<file path="src/rtl/arm_fetch_pkg.sv">
// Shared fetch-stage constants and state encoding for the PC control front end.
package arm_fetch_pkg;
  localparam int ADDR_W  = 64;
  localparam int INSTR_W = 32;
  localparam logic [ADDR_W-1:0] PC_INC = 64'd4;

  typedef enum logic [0:0] {
    RUN   = 1'b0,
    DRAIN = 1'b1
  } fetch_state_e;
endpackage

</file>
<file path="src/rtl/fetch_pc_ctrl_chk.sv">
// Simulation checks on the fetch credit/drop bookkeeping.
module fetch_pc_ctrl_chk #(
  parameter int QDEPTH = 2,
  localparam int CW = $clog2(QDEPTH + 1)
) (
  input logic          clk,
  input logic          Reset,
  input logic [CW-1:0] inflight,
  input logic [CW-1:0] drop,
  input logic [CW-1:0] occ,
  input logic [CW-1:0] side_cnt,
  input logic          side_full,
  input logic          side_empty,
  input logic          side_push,
  input logic          side_pop,
  input logic          outq_full,
  input logic          outq_push,
  input logic          outq_pop
);
  localparam logic [CW:0] QDEPTH_C = (CW+1)'(QDEPTH);

  a_inflight_max: assert property (@(posedge clk) disable iff (Reset) {1'b0, inflight} <= QDEPTH_C);
  a_drop_max:     assert property (@(posedge clk) disable iff (Reset) {1'b0, drop} <= QDEPTH_C);
  a_credit_sum:   assert property (@(posedge clk) disable iff (Reset)
                                   ({1'b0, inflight} + {1'b0, occ}) <= QDEPTH_C);
  a_side_match:   assert property (@(posedge clk) disable iff (Reset) side_cnt == inflight);
  a_side_ovf:     assert property (@(posedge clk) disable iff (Reset) !(side_push && side_full));
  a_side_unf:     assert property (@(posedge clk) disable iff (Reset) !(side_pop && side_empty));
  a_outq_ovf:     assert property (@(posedge clk) disable iff (Reset) !(outq_push && outq_full && !outq_pop));
endmodule

</file>
<file path="src/rtl/fetch_queue.sv">
// Synchronous FIFO with flush; DEPTH must be a power of two.
module fetch_queue #(
  parameter int DEPTH = 2,
  parameter int W = 32,
  localparam int CW = $clog2(DEPTH + 1)
) (
  input  logic          clk,
  input  logic          Reset,
  input  logic          flush,
  input  logic          push,
  input  logic [W-1:0]  push_data,
  input  logic          pop,
  output logic [W-1:0]  head,
  output logic          full,
  output logic          empty,
  output logic [CW-1:0] count
);
  localparam int AW = $clog2(DEPTH);
  localparam logic [CW-1:0] DEPTH_C = CW'(DEPTH);

  logic [W-1:0]  mem_r [DEPTH];
  logic [AW-1:0] wr_ptr_r;
  logic [AW-1:0] rd_ptr_r;
  logic [CW-1:0] count_r;

  // pointer and occupancy tracking; a pop in the same cycle as a push to a full queue frees the slot
  always_ff @(posedge clk) begin
    if (Reset || flush) begin
      wr_ptr_r <= {AW{1'b0}};
      rd_ptr_r <= {AW{1'b0}};
      count_r  <= {CW{1'b0}};
    end else begin
      if (push) wr_ptr_r <= wr_ptr_r + AW'(1);
      if (pop)  rd_ptr_r <= rd_ptr_r + AW'(1);
      case ({push, pop})
        2'b10:   count_r <= count_r + CW'(1);
        2'b01:   count_r <= count_r - CW'(1);
        default: count_r <= count_r;
      endcase
    end
  end

  // payload storage, qualified by valid state so it needs no reset
  always_ff @(posedge clk) begin
    if (push && !flush && !Reset) mem_r[wr_ptr_r] <= push_data;
  end

  assign head  = mem_r[rd_ptr_r];
  assign full  = (count_r == DEPTH_C);
  assign empty = (count_r == {CW{1'b0}});
  assign count = count_r;
endmodule

</file>
<file path="src/rtl/fetch_pc_ctrl.sv">
// Fetch front end: next-PC selection, credit-limited in-order IMEM requests,
// response buffering for IF/ID and wrong-path response discard after a redirect.
module fetch_pc_ctrl
  import arm_fetch_pkg::*;
#(
  parameter int QDEPTH = 2
) (
  input  logic               clk,
  input  logic               Reset,
  input  logic [ADDR_W-1:0]  pc_q,
  output logic [ADDR_W-1:0]  pc_d,
  output logic               imem_req_valid,
  input  logic               imem_req_ready,
  output logic [ADDR_W-1:0]  imem_req_addr,
  input  logic               imem_rsp_valid,
  input  logic [INSTR_W-1:0] imem_rsp_data,
  input  logic               redirect_valid,
  input  logic [ADDR_W-1:0]  redirect_target,
  output logic               if_valid,
  input  logic               if_ready,
  output logic [ADDR_W-1:0]  if_pc,
  output logic [INSTR_W-1:0] if_instr
);
  localparam int CW = $clog2(QDEPTH + 1);
  localparam logic [CW:0]   QDEPTH_C = (CW+1)'(QDEPTH);
  localparam logic [CW-1:0] ONE_C    = CW'(1);
  localparam logic [CW-1:0] ZERO_C   = {CW{1'b0}};

  fetch_state_e state_r, state_s;
  logic [CW-1:0] inflight_r, inflight_s, drop_r, drop_s;
  logic [CW-1:0] occ_s, side_cnt_s;
  logic [CW:0]   used_s;
  logic          side_full_s, side_empty_s, outq_full_s, outq_empty_s;
  logic [ADDR_W-1:0]         side_head_s;
  logic [ADDR_W+INSTR_W-1:0] outq_head_s;
  logic [ADDR_W-1:0]         pc_s;
  logic if_valid_s, pop_s, req_valid_s, issue_s, rsp_keep_s, rsp_drop_s;

  // handshakes; the slot freed by this cycle's pop already counts as a credit so decode can run at 1/clk
  always_comb begin
    if_valid_s  = !Reset && !outq_empty_s && !redirect_valid;
    pop_s       = if_valid_s && if_ready;
    used_s      = {1'b0, inflight_r} + {1'b0, occ_s} - {{CW{1'b0}}, pop_s};
    req_valid_s = !Reset && (used_s < QDEPTH_C) && !redirect_valid;
    issue_s     = req_valid_s && imem_req_ready;
    rsp_drop_s  = imem_rsp_valid && (redirect_valid || (state_r == DRAIN));
    rsp_keep_s  = imem_rsp_valid && !rsp_drop_s;
  end

  // counter and RUN/DRAIN next state; a redirect moves every in-flight request into the drop count
  always_comb begin
    inflight_s = inflight_r;
    drop_s     = drop_r;
    state_s    = state_r;
    if (redirect_valid) begin
      inflight_s = ZERO_C;
      drop_s     = drop_r + inflight_r - (imem_rsp_valid ? ONE_C : ZERO_C);
    end else begin
      inflight_s = inflight_r + (issue_s ? ONE_C : ZERO_C) - (rsp_keep_s ? ONE_C : ZERO_C);
      drop_s     = drop_r - (rsp_drop_s ? ONE_C : ZERO_C);
    end
    case (state_r)
      RUN:     state_s = (drop_s != ZERO_C) ? DRAIN : RUN;
      DRAIN:   state_s = (drop_s == ZERO_C) ? RUN : DRAIN;
      default: state_s = RUN;
    endcase
  end

  // state and counter registers
  always_ff @(posedge clk) begin
    if (Reset) begin
      state_r    <= RUN;
      inflight_r <= ZERO_C;
      drop_r     <= ZERO_C;
    end else begin
      state_r    <= state_s;
      inflight_r <= inflight_s;
      drop_r     <= drop_s;
    end
  end

  // next-PC mux, redirect has priority over sequential advance
  always_comb begin
    if (Reset) begin
      pc_s = {ADDR_W{1'b0}};
    end else if (redirect_valid) begin
      pc_s = redirect_target;
    end else if (issue_s) begin
      pc_s = pc_q + PC_INC;
    end else begin
      pc_s = pc_q;
    end
  end

  fetch_queue #(.DEPTH(QDEPTH), .W(ADDR_W)) u_side_q (
    .clk(clk), .Reset(Reset), .flush(redirect_valid),
    .push(issue_s), .push_data(pc_q), .pop(rsp_keep_s),
    .head(side_head_s), .full(side_full_s), .empty(side_empty_s), .count(side_cnt_s)
  );

  fetch_queue #(.DEPTH(QDEPTH), .W(ADDR_W + INSTR_W)) u_out_q (
    .clk(clk), .Reset(Reset), .flush(redirect_valid),
    .push(rsp_keep_s), .push_data({side_head_s, imem_rsp_data}), .pop(pop_s),
    .head(outq_head_s), .full(outq_full_s), .empty(outq_empty_s), .count(occ_s)
  );

  fetch_pc_ctrl_chk #(.QDEPTH(QDEPTH)) u_chk (
    .clk(clk), .Reset(Reset), .inflight(inflight_r), .drop(drop_r), .occ(occ_s),
    .side_cnt(side_cnt_s), .side_full(side_full_s), .side_empty(side_empty_s),
    .side_push(issue_s), .side_pop(rsp_keep_s),
    .outq_full(outq_full_s), .outq_push(rsp_keep_s), .outq_pop(pop_s)
  );

  assign pc_d           = pc_s;
  assign imem_req_valid = req_valid_s;
  assign imem_req_addr  = pc_q;
  assign if_valid       = if_valid_s;
  assign if_pc          = outq_head_s[ADDR_W+INSTR_W-1:INSTR_W];
  assign if_instr       = outq_head_s[INSTR_W-1:0];
endmodule
</file>
<file path="config.mk">
export PLATFORM = sky130hd
export DESIGN_NAME = fetch_pc_ctrl
export DESIGN_NICKNAME = d
export VERILOG_FILES = /design/src/rtl/arm_fetch_pkg.sv /design/src/rtl/fetch_pc_ctrl_chk.sv /design/src/rtl/fetch_queue.sv /design/src/rtl/fetch_pc_ctrl.sv
export SDC_FILE = /design/constraint.sdc
export NUM_CORES = 1
export LEC_CHECK = 0
export CAP_MARGIN = 20
export CORE_MARGIN = 1.5
export CORE_UTILIZATION = 50
export CTS_CLUSTER_DIAMETER = 30
export DETAILED_ROUTE_END_ITERATION = 8
export GPL_TIMING_DRIVEN = 0
export HOLD_SLACK_MARGIN = 0.12
export PLACE_DENSITY = 0.84
export SLEW_MARGIN = 20
export SYNTH_ARGS = -nofsm -noshare
export SYNTH_HDL_FRONTEND = slang
export SYNTH_SLANG_ARGS = --single-unit
</file>
<file path="constraint.sdc">
create_clock -name clk -period 27.3 [get_ports clk]
set_input_delay 2.73 -clock clk [delete_from_list [all_inputs] [get_ports clk]]
set_output_delay 2.73 -clock clk [all_outputs]
set_load 0.03 [all_outputs]
</file>
==> impl_metrics.yaml, run 1 <==
clock_network:
  clock_tree.root_cell: "clkbuf_16"
  cts_sinks: 333
  clockBufferDepth: 3
  tritoncts: "yes"
  htreeDepth: 2
  post_cts_resized: 0
  insertion_delay_ns: 0.57
  hold_buffers: 0
  post-cts-setup-buffer-count: 0
  clk_pin_slew_ns: 0.05
  cts_buffers: 61
floorplan:
  pin_count: 392
  coreArea_um2: 29700
  die_h_um: 177
  start_util_pct: 50.9
  dieArea_um2: 31300
  die_width_um: 177
  rows: 63
logic_synthesis:
  ys_seq_elements: 333
  netlist-cell-type-count: 54
  synth_async_sr_flop_share_pct: 0
  synth_area_um2: 15100
  syn_inst: 1058
  synth_top_area_share_pct: 63.5
  synth-main-ff-cell: "edfxtp_1"
  seq_area_frac_synth_pct: 65.2
  synth-edff-count: 320
  yosys_warnings: 0
  synth_top_area_cell: "edfxtp_1"
  synthesis.nets: 1234
  synth.avg_cell_area_um2: 14.3
  yosys-top-cells-area: "edfxtp_1 (64%), mux2_2 (12%), buf_4 (3.2%), nor2_1 (2.0%), dfxtp_1 (1.7%)"
worst_setup_path:
  r2r.worst_path.cells: 11
  r2r_end: "u_side_q.mem_r[1][36]"
  arrival_ns: 8.73
  critPathRequiredTime_ns: 24.57
  critPathMaxStageDelay_ns: 0.79
  r2r-start: "u_out_q.count[0]"
  slowest_stage: "clkdlybuf4s50_1"
  endpoint_kind: "output pin"
  cpMostUsedCell: "clkbuf_1"
  crit_fanout: 10
  startpoint_type: "input pin"
  critPathBufInv: 5
  path_cells: "clkdlybuf4s50_1, clkbuf_1, or2_2, clkbuf_1, a21oi_1, and2_1, ha_1, nand2b_1, fa_1, xor2_1, and3_1, nand3_1, clkbuf_1, or2_2, a311oi_1, clkdlybuf4s50_1"
  path_class: "input pin to output pin"
  cp_top_family: "buffers and inverters"
  r2r_slack_ns: 23.43
pwr:
  max-vdd-ir-drop_mv: 0.0504
  leakagePower_nw: 7.40
  power_frac_comb_pct: 11.9
  p_clk_share_pct: 49.1
  seq_power_share_pct: 39.1
  swShare_pct: 23.9
  p_per_area_nw_per_um2: 68.0
  internal_power_mw: 1.13
  p_sw_uw: 354
grt:
  grt_pass1_vias: 11403
  grt_util_all_layers_pct: 29.3
  grt_pass1_wl_um: 68000
  grt_max_degree: 43
  antenna_found_initial: 2
  globalRoute.totalOverflow: 0
drt:
  routed_wl_um: 46600
  firstDrtPassIters: 5
  first_iter_violations: 1026
  final_antenna_net_count: 0
  vias_per_cell: 5.80
  drc: 0
  wl_per_cell_um: 23.6
  vias: 11431
sta:
  worst_pin_slew_ns: 0.974
  period_share_pct: 42.0
  period_minus_slack_ns: 11.46
  fin_hold_ws_ns: 0.507
  slew_violations: 0
  max_slew_margin_pct: 35.1
  setup_viol: 0
  max_freq_mhz: 87.2
  rsz0062_at_grt: "no"
  finalClockSkew_ns: 0.0294
  setup_tns_ns: 0
  hold_viol: 0
finish:
  syn2layout_area_growth_pct: 44.2
  nets: 1706
  fill_cells: 1928
  drive_gt1_share_pct: 22.7
placement:
  dpl.hpwl_um: 32900
  io_buffers: 390
  gp_congestion: 0.863
hold_path:
  holdCritStartpoint: "u_out_q.rd_ptr_r"
  hold_class: "flip-flop to flip-flop"
  hold_depth: 2
job:
  cap_violations: 0
outcome:
  outcome: "finished clean"
metrics by stage:
stage                     cells  instance area, µm²  setup slack [ns]  power (mW)  util, %
after CTS                  1969               21800             16.00        1.49     73.4
after global routing       1971               21800             15.65        1.52     73.4
after global placement     1838               19500             12.08       0.759     65.7
after floorplan            1058               15100             16.77       0.676        -
final                      1971               21800             15.84        1.48     73.4
after detailed placement   1857               19800             16.06       0.762     66.6
layout by cell type (no fill, tap or decap), drive strengths merged, types with 26 or more instances in the layout:
| cell type | synthesis | routed |
|---|---|---|
| nand4 | 29 | 29 |
| nand2 | 52 | 52 |
| a311oi | 26 | 26 |
| edfxtp | 320 | 320 |
| nand3 | 26 | 26 |
| nor2 | 80 | 80 |
| mux2 | 160 | 160 |
| clkdlybuf4s50 | 0 | 390 |
| clkbuf | 43 | 109 |
| buf | 73 | 92 |
worst min-delay path, delay by kind of cell, from the launching register on:
kind             cells  cell delay, ns
XOR/XNOR             1            0.09
AND/OR/NAND/NOR      1            0.08
flip-flops           1            0.32
flip-flops by register name, indices dropped and copies added, names as in the netlist, named ones only:
register	cells
u_side_q.wr_ptr_r	1
inflight_r	2
u_side_q.mem_r	128
u_out_q.rd_ptr_r	1
u_out_q.wr_ptr_r	1
u_side_q.rd_ptr_r	1
u_out_q.count	2
u_out_q.mem_r	192
state_r	1
drop_r	2
cell usage after synthesis (2+ instances only):
master	number
buf_1	5
xor2_1	16
a41o_1	3
a31oi_1	4
and4_1	4
ha_1	9
mux2i_1	5
o21ai_0	10
mux2_2	160
nand2_1	52
nor3_1	14
edfxtp_1	320
and3_1	17
or2_2	4
a211oi_1	17
xnor2_1	16
a2111oi_0	3
buf_4	64
o211ai_1	3
or3_1	15
nor2_1	80
buf_2	4
nand2b_1	3
a311oi_1	26
and2_1	8
nand3_1	26
o31a_1	2
a21oi_1	8
clkbuf_1	43
o41ai_1	2
dfxtp_1	13
o311ai_0	3
inv_1	14
or4_1	15
nor2b_1	4
o31ai_1	14
nand4_1	28
nor4_1	8
power groups by stage:
| stage | logic, mW | clock network (mW) | registers, mW |
|---|---|---|---|
| 3_5_place_dp | 0.174 | 0 | 0.588 |
| 2_1_floorplan | 0.0860 | 0 | 0.590 |
| 3_3_place_gp | 0.168 | 0 | 0.591 |
| 6_report | 0.176 | 0.727 | 0.579 |
| 4_1_cts | 0.176 | 0.734 | 0.579 |
| 5_1_grt | 0.185 | 0.756 | 0.579 |
kinds of logic (layout without fill, tap and decap cells):
group | Yosys count | in the layout | share of synthesized area (%)
flops | 333 | 333 | 65.2
compound gates | 104 | 104 | 5.31
buf+inv | 131 | 652 | 4.87
mux | 165 | 165 | 12.2
other cells | 0 | 2 | 0
xor+xnor | 32 | 32 | 1.85
fa+ha+maj | 10 | 10 | 0.877
simple gates | 283 | 283 | 9.60
layer usage:
metal / global-route usage [%] / share of wire, %
met4: 11.9 / 3.5
met5: 0 / 0
met3: 6.10 / 8.6
met2: 49.6 / 50
met1: 36.6 / 38
how the worst max path moves through the flow:
stage | start | to | cells past startpoint
2_1_floorplan | Reset | u_out_q.mem_r[0][0] | 4
3_5_place_dp | redirect_valid | pc_d[24] | 16
5_1_grt | redirect_valid | pc_d[24] | 16
3_3_place_gp | redirect_valid | u_out_q.mem_r[0][12] | 5
6_report | redirect_valid | pc_d[24] | 16
4_1_cts | redirect_valid | pc_d[24] | 16
cell type report:
type	instances	area (µm²)	area share, %
antenna	2	5.00	0.0229
clock inverter	46	468	2.15
clock buffer	66	1550	7.09
tap	390	488	2.24
timing repair buffer	409	4150	19.0
sequential	333	9870	45.3
multi-input combinational	594	4540	20.8
inverter	15	56.3	0.258
buffer	116	681	3.12
Power figures use the tool's default switching activity.
==> run 2: changes to the inputs <==
- CORE_UTILIZATION: 50 -> 45
- PLACE_DENSITY: 0.84 -> 0.8
- clock period: 27.3 -> 10.11 ns (I/O delays scaled with it)
==> impl_metrics.yaml, run 2 (synthesis gave the netlist of run 1 again) <==
outcome:
  outcome: "finished clean"
grt:
  grt_max_degree: 44
  grt_pass1_vias: 11657
  globalRoute.totalOverflow: 0
  grt_pass1_wl_um: 70400
  grt_util_all_layers_pct: 26.9
  antenna_found_initial: 5
sta:
  setup_tns_ns: 0
  rsz0062_at_grt: "no"
  max_slew_margin_pct: 31.1
  setup_viol: 0
  period_share_pct: 78.3
  finalClockSkew_ns: 0.0257
  period_minus_slack_ns: 7.92
  hold_viol: 0
  slew_violations: 0
  max_freq_mhz: 126
  worst_pin_slew_ns: 1.03
placement:
  place_area_um2: 19800
  gp_congestion: 0.884
  dp.cells: 1908
  dpl.hpwl_um: 33700
  io_buffers: 390
finish:
  top_register: "u_out_q.mem_r"
  nets: 1712
  drive_gt1_share_pct: 23.3
  fill_cells: 2289
  multiInputGateArea_um2: 4540
  design_area_um2: 22400
  final_cells: 2036
  seq_area_um2: 9870
  fin_util_pct: 68.3
  final_cell_mix: "clkdlybuf4s50_1 (390), edfxtp_1 (320), mux2_2 (160), nor2_1 (78), buf_4 (74)"
  layout_commonest_cell: "clkdlybuf4s50_1"
  largestRegisters: "u_out_q.mem_r x192, u_side_q.mem_r x128"
  syn2layout_area_growth_pct: 48.0
  largest_register_ffs: 192
clock_network:
  htreeDepth: 3
  cts_buffers: 68
  insertion_delay_ns: 0.58
  clock_tree.root_cell: "clkbuf_16"
  post_cts_resized: 0
  tritoncts: "yes"
  clockBufferDepth: 3
  cts_sinks: 333
  clk_pin_slew_ns: 0.04
  post-cts-setup-buffer-count: 0
  hold_buffers: 0
worst_setup_path:
  arrival_ns: 6.91
  path_class: "input pin to output pin"
  startpoint_type: "input pin"
  slowest_stage: "clkdlybuf4s50_1"
  critPathMaxStageDelay_ns: 0.78
  critPathRequiredTime_ns: 9.10
  crit_fanout: 10
  path_cells: "clkdlybuf4s50_1, clkbuf_1, or2_2, clkbuf_1, a21oi_1, and2_1, ha_1, nand2b_1, fa_1, xor2_1, and3_1, buf_2, nand2_1, or4_1, a311oi_1, clkdlybuf4s50_1"
  endpoint_kind: "output pin"
drt:
  firstDrtPassIters: 5
  wl_per_cell_um: 23.2
  vias: 11217
  drc: 0
  final_antenna_net_count: 0
  first_iter_violations: 836
  vias_per_cell: 5.51
  routed_wl_um: 47300
floorplan:
  rows: 66
  die_width_um: 186
  die_h_um: 186
  start_util_pct: 46.1
  pin_count: 392
  dieArea_um2: 34700
  coreArea_um2: 32800
job:
  cap_violations: 0
pwr:
  p_per_area_nw_per_um2: 199
  leakagePower_nw: 7.63
  finalPower_mw: 4.46
  max-vdd-ir-drop_mv: 0.201
hold_path:
  hold_class: "flip-flop to flip-flop"
run 2: changes by cell type in the layout (fill, tap and decap cells not counted), sizes merged:
cell / previous run / this run
buf: 92 / 91
bufinv: 7 / 14
clkbuf: 109 / 117
clkinv: 22 / 24
clkinvlp: 9 / 8
diode: 2 / 3
inv: 23 / 20
run 2: path summary, 6_finish.rpt:
kind / depth (start not counted) / end / slack, ns / start
max: 16 / pc_d[61] / 2.19 / redirect_valid
min: 2 / u_out_q.count[1] / 0.51 / u_out_q.count[1]
max reg2reg: 10 / u_side_q.mem_r[0][40] / 6.15 / u_out_q.count[0]
min reg2reg: 2 / u_out_q.count[1] / 0.51 / u_out_q.count[1]
run 2: stage by stage:
stage | worst slack (ns) | hold slack, ns
6_report | 2.19 | 0.508
5_1_grt | 1.95 | 0.531
4_1_cts | 2.28 | 0.508
3_5_place_dp | 2.30 | 0.500
3_3_place_gp | -3.93 | 0.467
2_1_floorplan | 1.30 | 0.458
run 2: layer usage:
layer | vias up | wire [µm] | global-route usage [%]
met5 | - | 27 | 0
met4 | 4 | 1990 | 12.9
met3 | 138 | 3950 | 6.79
met2 | 547 | 23100 | 44.9
met1 | 5509 | 18300 | 32.5
li1 | 5019 | - | -
run 2: area by class of cell:
class                   instances  share of cell area, %
plain buffers                 116                   3.04
repair buffers                408                   18.4
clock inverters                51                   3.67
well taps                     442                   2.47
multi-input cells             594                   20.3
inverters                      15                  0.252
clock buffers                  74                   7.70
flip-flops and latches        333                   44.1
diodes                          3                 0.0335
run 2: where the power goes:
group / total, mW / switching (mW) / internal [mW] / leakage, nW
combinational: 0.476 / 0.265 / 0.210 / 3.42
clock: 2.42 / 0.793 / 1.63 / 1.20
sequential: 1.56 / 0.00857 / 1.56 / 3.00
run 2: worst max-delay path: cells and delay by family:
family	cells	cell delay (ns)
AOI/OAI and AO/OA	2	0.87
and+or+nand+nor	6	1.89
buffers and inverters	5	2.05
adders and majority gates	2	0.64
xor gates and xnor gates	1	0.45
==> run 3: changes to the inputs <==
- clock period: 10.11 -> 6.75 ns (I/O delays scaled with it)
==> impl_metrics.yaml, run 3 (synthesis gave the netlist of run 1 again) <==
worst_setup_path:
  startpoint_type: "input pin"
  r2r.worst_path.cells: 11
  r2r_slack_ns: 2.73
  crit_fanout: 10
  arrival_ns: 5.91
  critPathRequiredTime_ns: 6.07
  r2r-start: "u_out_q.count[0]"
  path_class: "input pin to output pin"
  r2r_end: "u_side_q.mem_r[1][60]"
  endpoint_kind: "output pin"
pwr:
  p_per_area_nw_per_um2: 284
  max-vdd-ir-drop_mv: 0.265
  leakagePower_nw: 7.74
grt:
  antenna_found_initial: 5
  grt_pass1_wl_um: 71000
  grt_util_all_layers_pct: 27.3
  globalRoute.totalOverflow: 0
  grt_max_degree: 53
  grt_pass1_vias: 11668
sta:
  hold_viol: 0
  slew_violations: 0
  max_freq_mhz: 152
  setup_viol: 0
  period_minus_slack_ns: 6.58
  setup_ws_ns: 0.165
  worst_pin_slew_ns: 0.979
  period_share_pct: 97.6
  finalClockSkew_ns: 0.0205
  max_slew_margin_pct: 34.7
drt:
  firstDrtPassIters: 6
  vias_per_cell: 5.52
  first_iter_violations: 844
  vias: 11254
  routed_wl_um: 48200
  wl_per_cell_um: 23.7
  final_antenna_net_count: 1
  drc: 0
hold_path:
  holdCritStartpoint: "u_out_q.count[1]"
  hold_depth: 2
  hold_class: "flip-flop to flip-flop"
  holdPathEnd: "u_out_q.count[1]"
outcome:
  outcome: "finished, violations left"
  violations: "antenna violations"
clock_network:
  insertion_delay_ns: 0.56
  clk_pin_slew_ns: 0.04
  cts_buffers: 69
  cts_sinks: 333
  clockBufferDepth: 3
  htreeDepth: 3
  clock_tree.root_cell: "clkbuf_16"
  post-cts-setup-buffer-count: 0
  tritoncts: "yes"
finish:
  layout_commonest_cell: "clkdlybuf4s50_1"
  nets: 1709
  final_cell_mix: "clkdlybuf4s50_1 (370), edfxtp_1 (320), mux2_2 (160), nor2_1 (77), clkbuf_16 (70)"
  drive_gt1_share_pct: 23.7
  largestRegisters: "u_out_q.mem_r x192, u_side_q.mem_r x128"
  largest_register_ffs: 192
  top_register: "u_out_q.mem_r"
  fin_util_pct: 67.8
  syn2layout_area_growth_pct: 47.1
floorplan:
  die_h_um: 186
  start_util_pct: 46.1
  die_width_um: 186
  dieArea_um2: 34700
  pin_count: 392
  rows: 66
  coreArea_um2: 32800
job:
  cap_violations: 0
placement:
  io_buffers: 390
  gp_congestion: 0.890
  dpl.hpwl_um: 33900
  place_ws_ns: -0.355
run 3: cell types whose count changed in the layout (fill, tap and decap cells not counted), moves of 5 or more:
cell             change
buf_4               -10
buf_8                +6
bufinv_16            -7
clkbuf_2             +5
clkdlybuf4s50_1     -20
clkinv_16            -6
clkinv_2             +5
dlymetal6s2s_1      +15
inv_6                +5
run 3: area by class of cell:
type	instances	area, µm²
antenna	6	15.0
buffer	116	684
clock buffer	78	1780
clock inverter	49	492
fill	2296	10500
inverter	15	56.3
multi-input combinational	594	4590
sequential	333	9870
tap	442	553
timing repair buffer	404	4200
run 3: metrics by stage:
| stage | total power, mW | cells | hold slack [ns] | instance area (µm²) | setup TNS (ns) |
|---|---|---|---|---|---|
| 2_1_floorplan | 2.73 | 1058 | 0.458 | 15100 | 0 |
| 3_3_place_gp | 3.07 | 1890 | 0.467 | 19600 | -494.39 |
| 3_5_place_dp | 3.09 | 1904 | 0.484 | 19900 | -2.94 |
| 4_1_cts | 6.37 | 2031 | 0.490 | 22200 | 0 |
| 5_1_grt | 6.52 | 2032 | 0.519 | 22200 | -0.00181 |
| 6_report | 6.33 | 2037 | 0.494 | 22200 | 0 |
run 3: worst max path at each step:
stage | from | endpoint | slack (ns)
CTS | redirect_valid | pc_d[55] | 0.007
global placement | redirect_valid | u_side_q.mem_r[0][58] | -2.53
detailed placement | redirect_valid | pc_d[60] | -0.35
global route | redirect_valid | pc_d[61] | -0.002
finish | redirect_valid | pc_d[61] | 0.17
floorplan | redirect_valid | u_side_q.mem_r[0][0] | 0.13
run 3: power breakdown:
| group | internal (mW) | switching [mW] |
|---|---|---|
| clock network | 2.17 | 1.09 |
| registers | 2.33 | 0.0133 |
| logic | 0.317 | 0.405 |
run 3: worst max-delay path, stage by stage:
cell and delay [ns]:
clkdlybuf4s50_1 0.46, clkbuf_2 0.24, or2_2 0.33, clkbuf_1 0.21, a21oi_1 0.28, and2_1 0.25
ha_1 0.25, nand2b_1 0.17, fa_1 0.55, and4bb_1 0.29, and3_1 0.25, buf_2 0.29
nand2_1 0.23, or4_1 0.56, a311oi_2 0.41, dlygate4sd2_1 0.45
run 3: metal layers:
layer | track usage (%) | part of all wire (%)
met1 | 32.1 | 38
met2 | 45.8 | 49
met3 | 8.31 | 8.7
met4 | 12.5 | 4.0
met5 | 0 | 0.060
run 3: repair_timing:
item / 4_1_cts / 5_1_grt
endpoints found under the setup margin: 23 / 28
resized for setup: 7 / 32
hold buffers: 0 / 0
